## src/rtl/iq_decimator.sv

```systemverilog
// iq_decimator: integrate-and-dump decimator for packed 16-bit I/Q samples.
// Sums DECIM samples per channel, scales by 1/DECIM (arithmetic shift by
// log2(DECIM)) and emits one 64-bit word: real in [31:0], imag in [63:32],
// each a sign-extended 16-bit result. An input tlast closes a partial block.
// Optional build macro IQ_DECIM_ROUND_EN: round half toward +inf before the
// shift instead of truncating toward -inf.

module iq_decimator #(
   parameter int unsigned C_S00_AXIS_TDATA_WIDTH = 32,
   parameter int unsigned C_M00_AXIS_TDATA_WIDTH = 64,
   parameter int unsigned DECIM                  = 8
) (
   input  logic                                s00_axis_aclk,
   input  logic                                s00_axis_areset,
   input  logic                                s00_axis_tvalid,
   output logic                                s00_axis_tready,
   input  logic [C_S00_AXIS_TDATA_WIDTH-1:0]   s00_axis_tdata,
   input  logic                                s00_axis_tlast,
   input  logic [C_S00_AXIS_TDATA_WIDTH/8-1:0] s00_axis_tstrb,
   output logic                                m00_axis_tvalid,
   input  logic                                m00_axis_tready,
   output logic [C_M00_AXIS_TDATA_WIDTH-1:0]   m00_axis_tdata,
   output logic                                m00_axis_tlast,
   output logic [C_M00_AXIS_TDATA_WIDTH/8-1:0] m00_axis_tstrb
);

   localparam int unsigned L    = $clog2(DECIM);
   localparam int unsigned AccW = 16 + L;
   localparam logic [L:0]  CntLast = (L+1)'(DECIM - 1);

   logic signed [AccW-1:0] acc_re_q, acc_re_d;
   logic signed [AccW-1:0] acc_im_q, acc_im_d;
   logic        [L:0]      cnt_q, cnt_d;
   logic signed [15:0]     out_re_q, out_re_d;
   logic signed [15:0]     out_im_q, out_im_d;
   logic                   m_valid_q, m_valid_d;
   logic                   m_last_q, m_last_d;

   logic signed [15:0]     smp_re, smp_im;
   logic signed [AccW-1:0] sum_re, sum_im;
   logic signed [AccW-1:0] rnd_re, rnd_im;
   logic                   accept, dump;
   logic                   unused_tstrb;

   assign unused_tstrb = ^s00_axis_tstrb;

   assign smp_re = s00_axis_tdata[15:0];
   assign smp_im = s00_axis_tdata[31:16];

   // Full-width block sums including the sample being accepted this cycle.
   assign sum_re = acc_re_q + AccW'(smp_re);
   assign sum_im = acc_im_q + AccW'(smp_im);

`ifdef IQ_DECIM_ROUND_EN
   // Bias by half an LSB of the result; the sum cannot overflow AccW since
   // |sum| <= 32768 * DECIM and the bias is only DECIM/2.
   assign rnd_re = sum_re + AccW'(DECIM / 2);
   assign rnd_im = sum_im + AccW'(DECIM / 2);
`else
   assign rnd_re = sum_re;
   assign rnd_im = sum_im;
`endif

   // Input stalls only while a produced output is held by the sink.
   assign s00_axis_tready = !(m_valid_q && !m00_axis_tready);
   assign accept          = s00_axis_tvalid && s00_axis_tready;
   assign dump            = accept && ((cnt_q == CntLast) || s00_axis_tlast);

   // Next-state: accumulate, dump into the output register, retire on handshake.
   always_comb begin
      acc_re_d  = acc_re_q;
      acc_im_d  = acc_im_q;
      cnt_d     = cnt_q;
      out_re_d  = out_re_q;
      out_im_d  = out_im_q;
      m_valid_d = m_valid_q;
      m_last_d  = m_last_q;

      if (m_valid_q && m00_axis_tready) begin
         m_valid_d = 1'b0;
      end

      if (dump) begin
         acc_re_d  = '0;
         acc_im_d  = '0;
         cnt_d     = '0;
         out_re_d  = 16'(rnd_re >>> L);
         out_im_d  = 16'(rnd_im >>> L);
         m_valid_d = 1'b1;
         m_last_d  = s00_axis_tlast;
      end else if (accept) begin
         acc_re_d = sum_re;
         acc_im_d = sum_im;
         cnt_d    = cnt_q + 1'b1;
      end
   end

   // State registers with synchronous active-high reset.
   always_ff @(posedge s00_axis_aclk) begin
      if (s00_axis_areset) begin
         acc_re_q  <= '0;
         acc_im_q  <= '0;
         cnt_q     <= '0;
         out_re_q  <= '0;
         out_im_q  <= '0;
         m_valid_q <= 1'b0;
         m_last_q  <= 1'b0;
      end else begin
         acc_re_q  <= acc_re_d;
         acc_im_q  <= acc_im_d;
         cnt_q     <= cnt_d;
         out_re_q  <= out_re_d;
         out_im_q  <= out_im_d;
         m_valid_q <= m_valid_d;
         m_last_q  <= m_last_d;
      end
   end

   assign m00_axis_tvalid = m_valid_q;
   assign m00_axis_tlast  = m_last_q;
   assign m00_axis_tstrb  = '1;
   assign m00_axis_tdata  = {{16{out_im_q[15]}}, out_im_q, {16{out_re_q[15]}}, out_re_q};

endmodule

```

## config.mk

```make
export PLATFORM = sky130hd
export DESIGN_NAME = iq_decimator
export DESIGN_NICKNAME = d
export VERILOG_FILES = /design/src/rtl/iq_decimator.sv
export SDC_FILE = /design/constraint.sdc
export NUM_CORES = 1
export LEC_CHECK = 0
export BUFFER_PORTS_ARGS = -buffer_cell sky130_fd_sc_hd__clkbuf_2
export CAP_MARGIN = 20
export CORE_MARGIN = 4
export CORE_UTILIZATION = 50
export DETAILED_ROUTE_END_ITERATION = 6
export MAX_ROUTING_LAYER = met4
export PLACE_DENSITY = 0.75
export RECOVER_POWER = 25
export SLEW_MARGIN = 15
export SYNTH_ARGS = -nofsm -noshare
export SYNTH_HDL_FRONTEND = slang
export SYNTH_SLANG_ARGS = --single-unit
```

## constraint.sdc

```tcl
create_clock -name s00_axis_aclk -period 5.4 [get_ports s00_axis_aclk]
set_input_delay 0.27 -clock s00_axis_aclk [delete_from_list [all_inputs] [get_ports s00_axis_aclk]]
set_output_delay 0.27 -clock s00_axis_aclk [all_outputs]
set_load 0.02 [all_outputs]
```

==> out/qor.yml, run 1 <==
critical_path:
  slowest_stage: "nor2_1"
  required_ns: 5.69
  critical_path.most_common_cell: "nand2_1"
  path_cells: "nand2b_1, and2_1, nand2_1, nor2_1, nand2_1, mux2i_1, a21o_1"
  path_max_fanout: 13
  critical-path-top-delay-family: "simple AND/OR/NAND/NOR gates"
  slowest_delay_ns: 0.90
  arrival_ns: 3.02
  rr_startpoint: "m00_axis_tvalid"
  rrSetupSlack_ns: 2.67
  startpoint_type: "flip-flop"
  cp_num_buf_inv: 0
  end_kind: "flip-flop"
  worstReg2RegEnd: "out_re_q[13]"
  r2r_cells: 7
  worstSetupPathType: "flip-flop to flip-flop"
worst_hold_path:
  hold_path_class: "input pin to flip-flop"
  whs_endpoint: "m00_axis_tlast"
  whs_path_depth: 3
  hold_start: "s00_axis_tlast"
timing:
  tightest_slew_ns: 1.03
  hold_viol: 0
  rsz0062_at_grt: "false"
  period_minus_slack_ns: 2.73
  fin_skew_ns: 0.0104
  max_freq_ghz: 0.366
  setup_viol: 0
  period_share_pct: 50.6
  relSlewSlack_pct: 31.1
  tns_ns: 0
  finalMaxSlewViolations: 0
status:
  status: "finished clean"
synthesis:
  synth_cell_type_count: 64
  synth_area_sq_um: 5010
  yosys.area_share.adder_pct: 10.0
  synthSimpleGateAreaFrac_pct: 21.8
  synth.avg_cell_area_sq_um: 7.93
  synth-seq-cells: 76
  postSynthCellCount: 632
  async_reset_ff_share_pct: 0
  yosys_warnings: 0
  synth-xor-area-share_pct: 5.57
  synth_mux_area_share_pct: 0.999
  synth-compound-area-share_pct: 20.2
  ys_seq_area_share_pct: 30.4
  synth_top_family_by_area: "simple AND/OR/NAND/NOR gates"
  synth_top_flop_cell: "dfxtp_1"
  synth-edff-count: 0
finish:
  n_fill_cell: 956
  multi_input_area_sq_um: 2970
  final_cell_mix: "nand2_1, dfxtp_1, clkbuf_2, a21oi_1, nor2_1"
  register_area_sq_um: 1520
  final_common_cell: "nand2_1"
  area_growth_pct: 7.39
  final_nets: 766
  utilization_pct: 55.0
  diodes: 0
  drive_gt1_share_pct: 14.0
floorplan:
  pin_count: 116
  rows: 36
  fp.dieW_microns: 108
  die_y_microns: 108
  die-area_sq_um: 11700
  start_util_pct: 51.3
  core-area_sq_um: 9770
route:
  post_drt_wl_per_cell_microns: 14.9
  drt-total-wl_microns: 12200
  drt_iter0_drc: 235
  first_pass_iters: 5
  num_vias: 4577
  ant_nets: 0
  vias_per_cell: 5.55
  remaining_drc_errors: 0
global_route:
  grt_pass1_wl_microns: 20500
  grt_max_degree: 39
  grt.overflow.total: 0
  grt_usage_pct: 22.1
  grt_pass1_vias: 4391
  antenna_found_initial: 0
clock_tree:
  cts_tree: "done"
  clk_latency_ns: 0.35
  clk_path_buf_depth: 2
  post_cts_buffers: 0
  clkTransAtPathRegs_ns: 0.08
  cts-root-buf: "clkbuf_8"
  cts_buffers: 9
  ctsHoldBuffers: 0
  cts_max_level: 3
  cts_resized: 0
  clock-sinks: 76
place:
  portBuffers: 103
  place_congestion: 0.959
  dp_hpwl_microns: 8930
power:
  peakVddDrop_uv: 143
  power_density_nw_per_um2: 294
  leakage_nw: 2.45
job:
  cap_violations: 0
flip-flops by register name, summed over array words and instances (netlist names):
| register | count |
|---|---|
| acc_re_q | 19 |
| m00_axis_tvalid | 1 |
| cnt_q | 4 |
| out_im_q | 16 |
| acc_im_q | 19 |
| out_re_q | 16 |
| m00_axis_tlast | 1 |
cell families (layout without fill, tap and decap cells):
family,after synthesis,count (layout)
multiplexers,5,5
XOR/XNOR,31,31
buffers and inverters,82,134
flip-flops,76,76
AND/OR/NAND/NOR,236,236
AO/OA/AOI/OAI,162,162
adder cells (fa/ha/maj),39,39
other,1,8
through the flow:
stage / total power [mW] / area, sq um / cells / hold slack [ns] / worst slack, ns
floorplan: 1.09 / 5040 / 639 / 0.410 / 3.18
global placement: 1.16 / 5240 / 808 / 0.440 / 2.70
detailed placement: 1.17 / 5240 / 808 / 0.444 / 2.63
CTS: 1.59 / 5420 / 824 / 0.151 / 2.67
global route: 1.68 / 5380 / 824 / 0.204 / 2.37
finish: 1.58 / 5380 / 824 / 0.171 / 2.67
cell usage after synthesis, types with 7 or more instances:
| cell | n | area share [%] |
|---|---|---|
| o211ai_1 | 7 | 1.0 |
| nor3_1 | 11 | 1.1 |
| inv_1 | 11 | 0.82 |
| dfxtp_1 | 76 | 30 |
| a21oi_1 | 67 | 6.7 |
| a21o_1 | 17 | 2.5 |
| nand4_1 | 9 | 1.1 |
| nand3_1 | 25 | 2.5 |
| xnor2_1 | 16 | 2.8 |
| or3_1 | 7 | 0.87 |
| nand2b_1 | 10 | 1.2 |
| xor2_1 | 14 | 2.4 |
| and3_1 | 7 | 0.87 |
| clkbuf_1 | 13 | 0.97 |
| buf_4 | 41 | 6.1 |
| ha_1 | 37 | 9.2 |
| nor2_1 | 42 | 3.1 |
| o21ai_0 | 29 | 2.9 |
| nand2_1 | 107 | 8.0 |
power breakdown:
part           leakage (nW)  internal [mW]  switching, mW
Clock                0.0931          0.212          0.211
Combinational          1.73          0.188          0.324
Sequential            0.623          0.613         0.0358
worst min-delay path, delay by kind of cell:
kind                   cells  cell delay (ns)
AO/OA/AOI/OAI              1             0.05
buffers and inverters      1             0.09
AND/OR/NAND/NOR            1             0.05
area by class of cell:
cell class                 instances  share of cell area, %
sequential                        76                   28.3
multi-input combinational        481                   55.1
clock inverter                     5                  0.977
timing repair buffer             107                   9.33
inverter                          11                  0.767
clock buffer                      11                   2.44
tap                              133                   3.09
worst max-delay path by stage:
stage | from | end | slack, ns | cells past startpoint
floorplan | acc_re_q[0] | out_re_q[15] | 3.18 | 10
global placement | m00_axis_tready | out_re_q[13] | 2.70 | 8
detailed placement | m00_axis_tready | out_re_q[13] | 2.63 | 8
CTS | m00_axis_tvalid | out_re_q[13] | 2.67 | 7
global route | m00_axis_tvalid | out_re_q[13] | 2.37 | 7
finish | m00_axis_tvalid | out_re_q[13] | 2.67 | 7
routing by layer:
metal / up-vias / GRT usage, % / share of wire (%)
li1: 2273 / - / -
met1: 2136 / 28.9 / 47
met2: 150 / 34.4 / 45
met3: 18 / 3.76 / 6.9
met4: 0 / 8.30 / 1.6
met5: - / - / 0
Power figures use the tool's default switching activity.
==> run 2, diff against run 1 <==
--- a/config.mk
+++ b/config.mk
@@ -5,13 +5,14 @@
 export SDC_FILE = /design/constraint.sdc
 export NUM_CORES = 1
 export LEC_CHECK = 0
+export ABC_AREA = 1
 export BUFFER_PORTS_ARGS = -buffer_cell sky130_fd_sc_hd__clkbuf_2
 export CAP_MARGIN = 20
 export CORE_MARGIN = 4
 export CORE_UTILIZATION = 50
 export DETAILED_ROUTE_END_ITERATION = 6
 export MAX_ROUTING_LAYER = met4
-export PLACE_DENSITY = 0.75
+export PLACE_DENSITY = 0.77
 export RECOVER_POWER = 25
 export SLEW_MARGIN = 15
 export SYNTH_ARGS = -nofsm -noshare
==> constraint.sdc (replaced) <==
create_clock -name s00_axis_aclk -period 2.4 [get_ports s00_axis_aclk]
set_input_delay 0.12 -clock s00_axis_aclk [delete_from_list [all_inputs] [get_ports s00_axis_aclk]]
set_output_delay 0.12 -clock s00_axis_aclk [all_outputs]
set_load 0.02 [all_outputs]
==> run 2 against run 1 <==
Compared with the run above:
- clock power up 140%
- clock-buffer cell count down 1
- synthesized cell count up 29%
- final cell count up 24%
- fmax up 34%
- power up 120%
- critical endpoint is now acc_re_q[16]
- largest cell class unchanged
- largest power group unchanged
==> out/qor.yml, run 2 <==
timing:
  fin_skew_ns: 0.0115  # +0.00109 ns
  setup_viol: 0  # unchanged
  tns_ns: 0  # unchanged
  period_minus_slack_ns: 2.04  # -0.695 ns
  tightest_slew_ns: 0.532  # -0.497 ns
  max_freq_ghz: 0.490  # +34%
  setup_ws_ns: 0.360  # -2.30 ns
  period_share_pct: 85.0  # +34 points
  hold_viol: 0  # unchanged
  relSlewSlack_pct: 64.5  # +33 points
  finalMaxSlewViolations: 0  # unchanged
  rsz0062_at_grt: "false"
synthesis:
  synth.top_cell.area_share_pct: 29.2  # -1.2 points
  synth_cell_type_count: 36  # -44%
  synth_commonest_cells: "nand2_1, inv_1, nor2_1, dfxtp_1, nand3_1"
  synth.avg_cell_area_sq_um: 6.40  # -19%
  yosys-top-cells-area: "dfxtp_1, nand2_1, ha_1"
  synth-seq-cells: 76  # unchanged
  synth-edff-count: 0  # unchanged
  ys_seq_area_share_pct: 29.2  # -1.2 points
  postSynthCellCount: 814  # +29%
  synth.largest_area_cell: "dfxtp_1"
  yosysMostFrequentCell: "nand2_1"
  synth_top_flop_cell: "dfxtp_1"
  async_reset_ff_share_pct: 0  # unchanged
  synth_area_sq_um: 5210  # +4.0%
  yosys_warnings: 0  # unchanged
place:
  dp_hpwl_microns: 9330  # +4.5%
  portBuffers: 103  # unchanged
  place_ws_ns: 0.387  # -2.24 ns
  place_congestion: 0.902  # -6.0%
power:
  p_clk_share_pct: 28.3  # +1.6 points
  leakage_nw: 3.29  # +34%
  combPwrFrac_pct: 31.3  # -1.0 points
  power_switching_mw: 1.30  # +130%
  power_density_nw_per_um2: 617  # +110%
  p_seq_share_pct: 40.4  # -0.6 points
  sw_frac_of_total_pct: 36.6  # +0.57 points
  intPower_mw: 2.24  # +120%
  peakVddDrop_uv: 311  # +120%
clock_tree:
  clk_latency_ns: 0.35  # about the same
  cts_resized: 0  # unchanged
  post_cts_buffers: 0  # unchanged
  clk_path_buf_depth: 2  # unchanged
  cts-root-buf: "clkbuf_8"
  cts_buffers: 9  # unchanged
  cts_tree: "done"
  clkTransAtPathRegs_ns: 0.09  # about the same
  ctsHoldBuffers: 0  # unchanged
  cts_max_level: 3  # unchanged
  clock-sinks: 76  # unchanged
critical_path:
  worstSetupPathType: "flip-flop to flip-flop"
  worstReg2RegEnd: "acc_re_q[16]"
  path_max_fanout: 3  # -10
  startpoint_type: "flip-flop"
  required_ns: 2.65  # -3.04 ns
  rr_startpoint: "acc_re_q[0]"
  r2r_cells: 13  # +6
  end_kind: "flip-flop"
  arrival_ns: 2.29  # -0.73 ns
  rrSetupSlack_ns: 0.36  # -2.30 ns
route:
  post_drt_wl_per_cell_microns: 11.9  # -20%
  ant_nets: 0  # unchanged
  remaining_drc_errors: 0  # unchanged
  vias_per_cell: 4.76  # -14%
  num_vias: 4871  # +6.4%
  drt-total-wl_microns: 12200  # -0.53%
  first_pass_iters: 4  # -1
  drt_iter0_drc: 194  # -17%
floorplan:
  core-area_sq_um: 9950  # +1.8%
  pin_count: 116  # unchanged
  die_y_microns: 110  # +1.8%
  rows: 36  # unchanged
  die-area_sq_um: 12100  # +3.7%
  start_util_pct: 52.3  # +1.1 points
  fp.dieW_microns: 110  # +1.8%
finish:
  area_growth_pct: 10.0
  diodes: 0  # unchanged
  top_regs: "acc_im_q x19, acc_re_q x19"
  final_cell_mix: "nand2_1, inv_1, nor2_1, dfxtp_1, clkbuf_2"
  utilization_pct: 57.6  # +2.5 points
  drive_gt1_share_pct: 11.9  # -2.1 points
  final_nets: 965  # +26%
  final_common_cell: "nand2_1"
status:
  status: "finished clean"
global_route:
  grt_max_degree: 51  # +31%
  antenna_found_initial: 0  # unchanged
  grt_pass1_wl_microns: 20200  # -1.3%
  grt.overflow.total: 0  # unchanged
  grt_usage_pct: 21.6  # -0.48 points
  grt_pass1_vias: 4573  # +4.1%
worst_hold_path:
  hold_start: "s00_axis_areset"
  hold_path_class: "input pin to flip-flop"
  whs_path_depth: 2  # -1
  whs_endpoint: "m00_axis_tlast"
job:
  cap_violations: 0  # unchanged
run 2: cell count changes in the layout (fill, tap and decap cells not counted), moves of 9 or more:
cell      delta
nand2b_1    -10
inv_1       +89
a21oi_1     -29
xnor2_1     -10
a21o_1      -17
nand4_1      -9
o21ai_0     -15
nand2_1    +171
nor2_1      +43
nand3_1     +38
run 2: area by class of cell:
class,count,area (sq um)
clock buffers,10,138
clock inverters,6,63.8
fillers,1050,4220
inverters,105,397
multi-input cells,584,2930
flip-flops and latches,76,1520
well taps,133,166
repair buffers,109,517
run 2: kinds of logic (layout without fill, tap and decap cells):
family                   after synthesis  count (layout)  synth area share, %
flip-flops                            76              76                 29.2
other                                  1               8               0.0720
XOR/XNOR                              16              16                 2.69
buffers and inverters                161             230                 15.1
adder cells (fa/ha/maj)               39              39                 9.66
AO/OA/AOI/OAI                         78              78                 8.72
AND/OR/NAND/NOR                      443             443                 34.6
run 2: worst max path at each step:
stage	cells past startpoint	slack, ns	startpoint	end
floorplan	13	0.65	acc_im_q[0]	acc_im_q[16]
global placement	13	0.41	acc_re_q[0]	acc_re_q[16]
detailed placement	13	0.39	acc_re_q[0]	acc_re_q[16]
CTS	13	0.36	acc_re_q[0]	acc_re_q[16]
global route	13	0.19	acc_re_q[0]	acc_re_q[16]
finish	13	0.36	acc_re_q[0]	acc_re_q[16]
run 2: routing by layer:
layer	vias up	GRT usage, %	part of all wire, %
met5	-	-	0
met4	0	6.23	1.6
met3	14	3.79	5.8
met2	126	37.0	47
met1	2094	26.1	46
li1	2637	-	-
run 2: critical path, cell delays in order, from the launching register on:
cell,delay [ns]
dfxtp_1,0.34
ha_1,0.21
inv_1,0.07
fa_1,0.40
inv_1,0.12
nand3_1,0.08
nand3_1,0.12
nand2_1,0.08
nand2_1,0.14
nand2_1,0.11
nand3_1,0.11
nand3_1,0.08
nand2_1,0.06
inv_1,0.03
run 2: metrics by stage:
step | instance area [sq um] | cells | hold slack, ns | power, mW
after floorplan | 5240 | 821 | 0.189 | 2.34
after global placement | 5570 | 1007 | 0.411 | 2.56
after detailed placement | 5570 | 1007 | 0.418 | 2.57
after CTS | 5780 | 1023 | 0.0427 | 3.59
after global routing | 5730 | 1023 | 0.0452 | 3.79
final | 5730 | 1023 | 0.0501 | 3.54
run 2: power by group through the flow:
stage               logic (mW)  clock network (mW)  registers (mW)
finish                    1.11                1.00            1.43
detailed placement        1.11                   0            1.46
CTS                       1.12                1.04            1.43
global placement          1.10                   0            1.46
floorplan                0.836                   0            1.50
global route              1.26                1.09            1.44
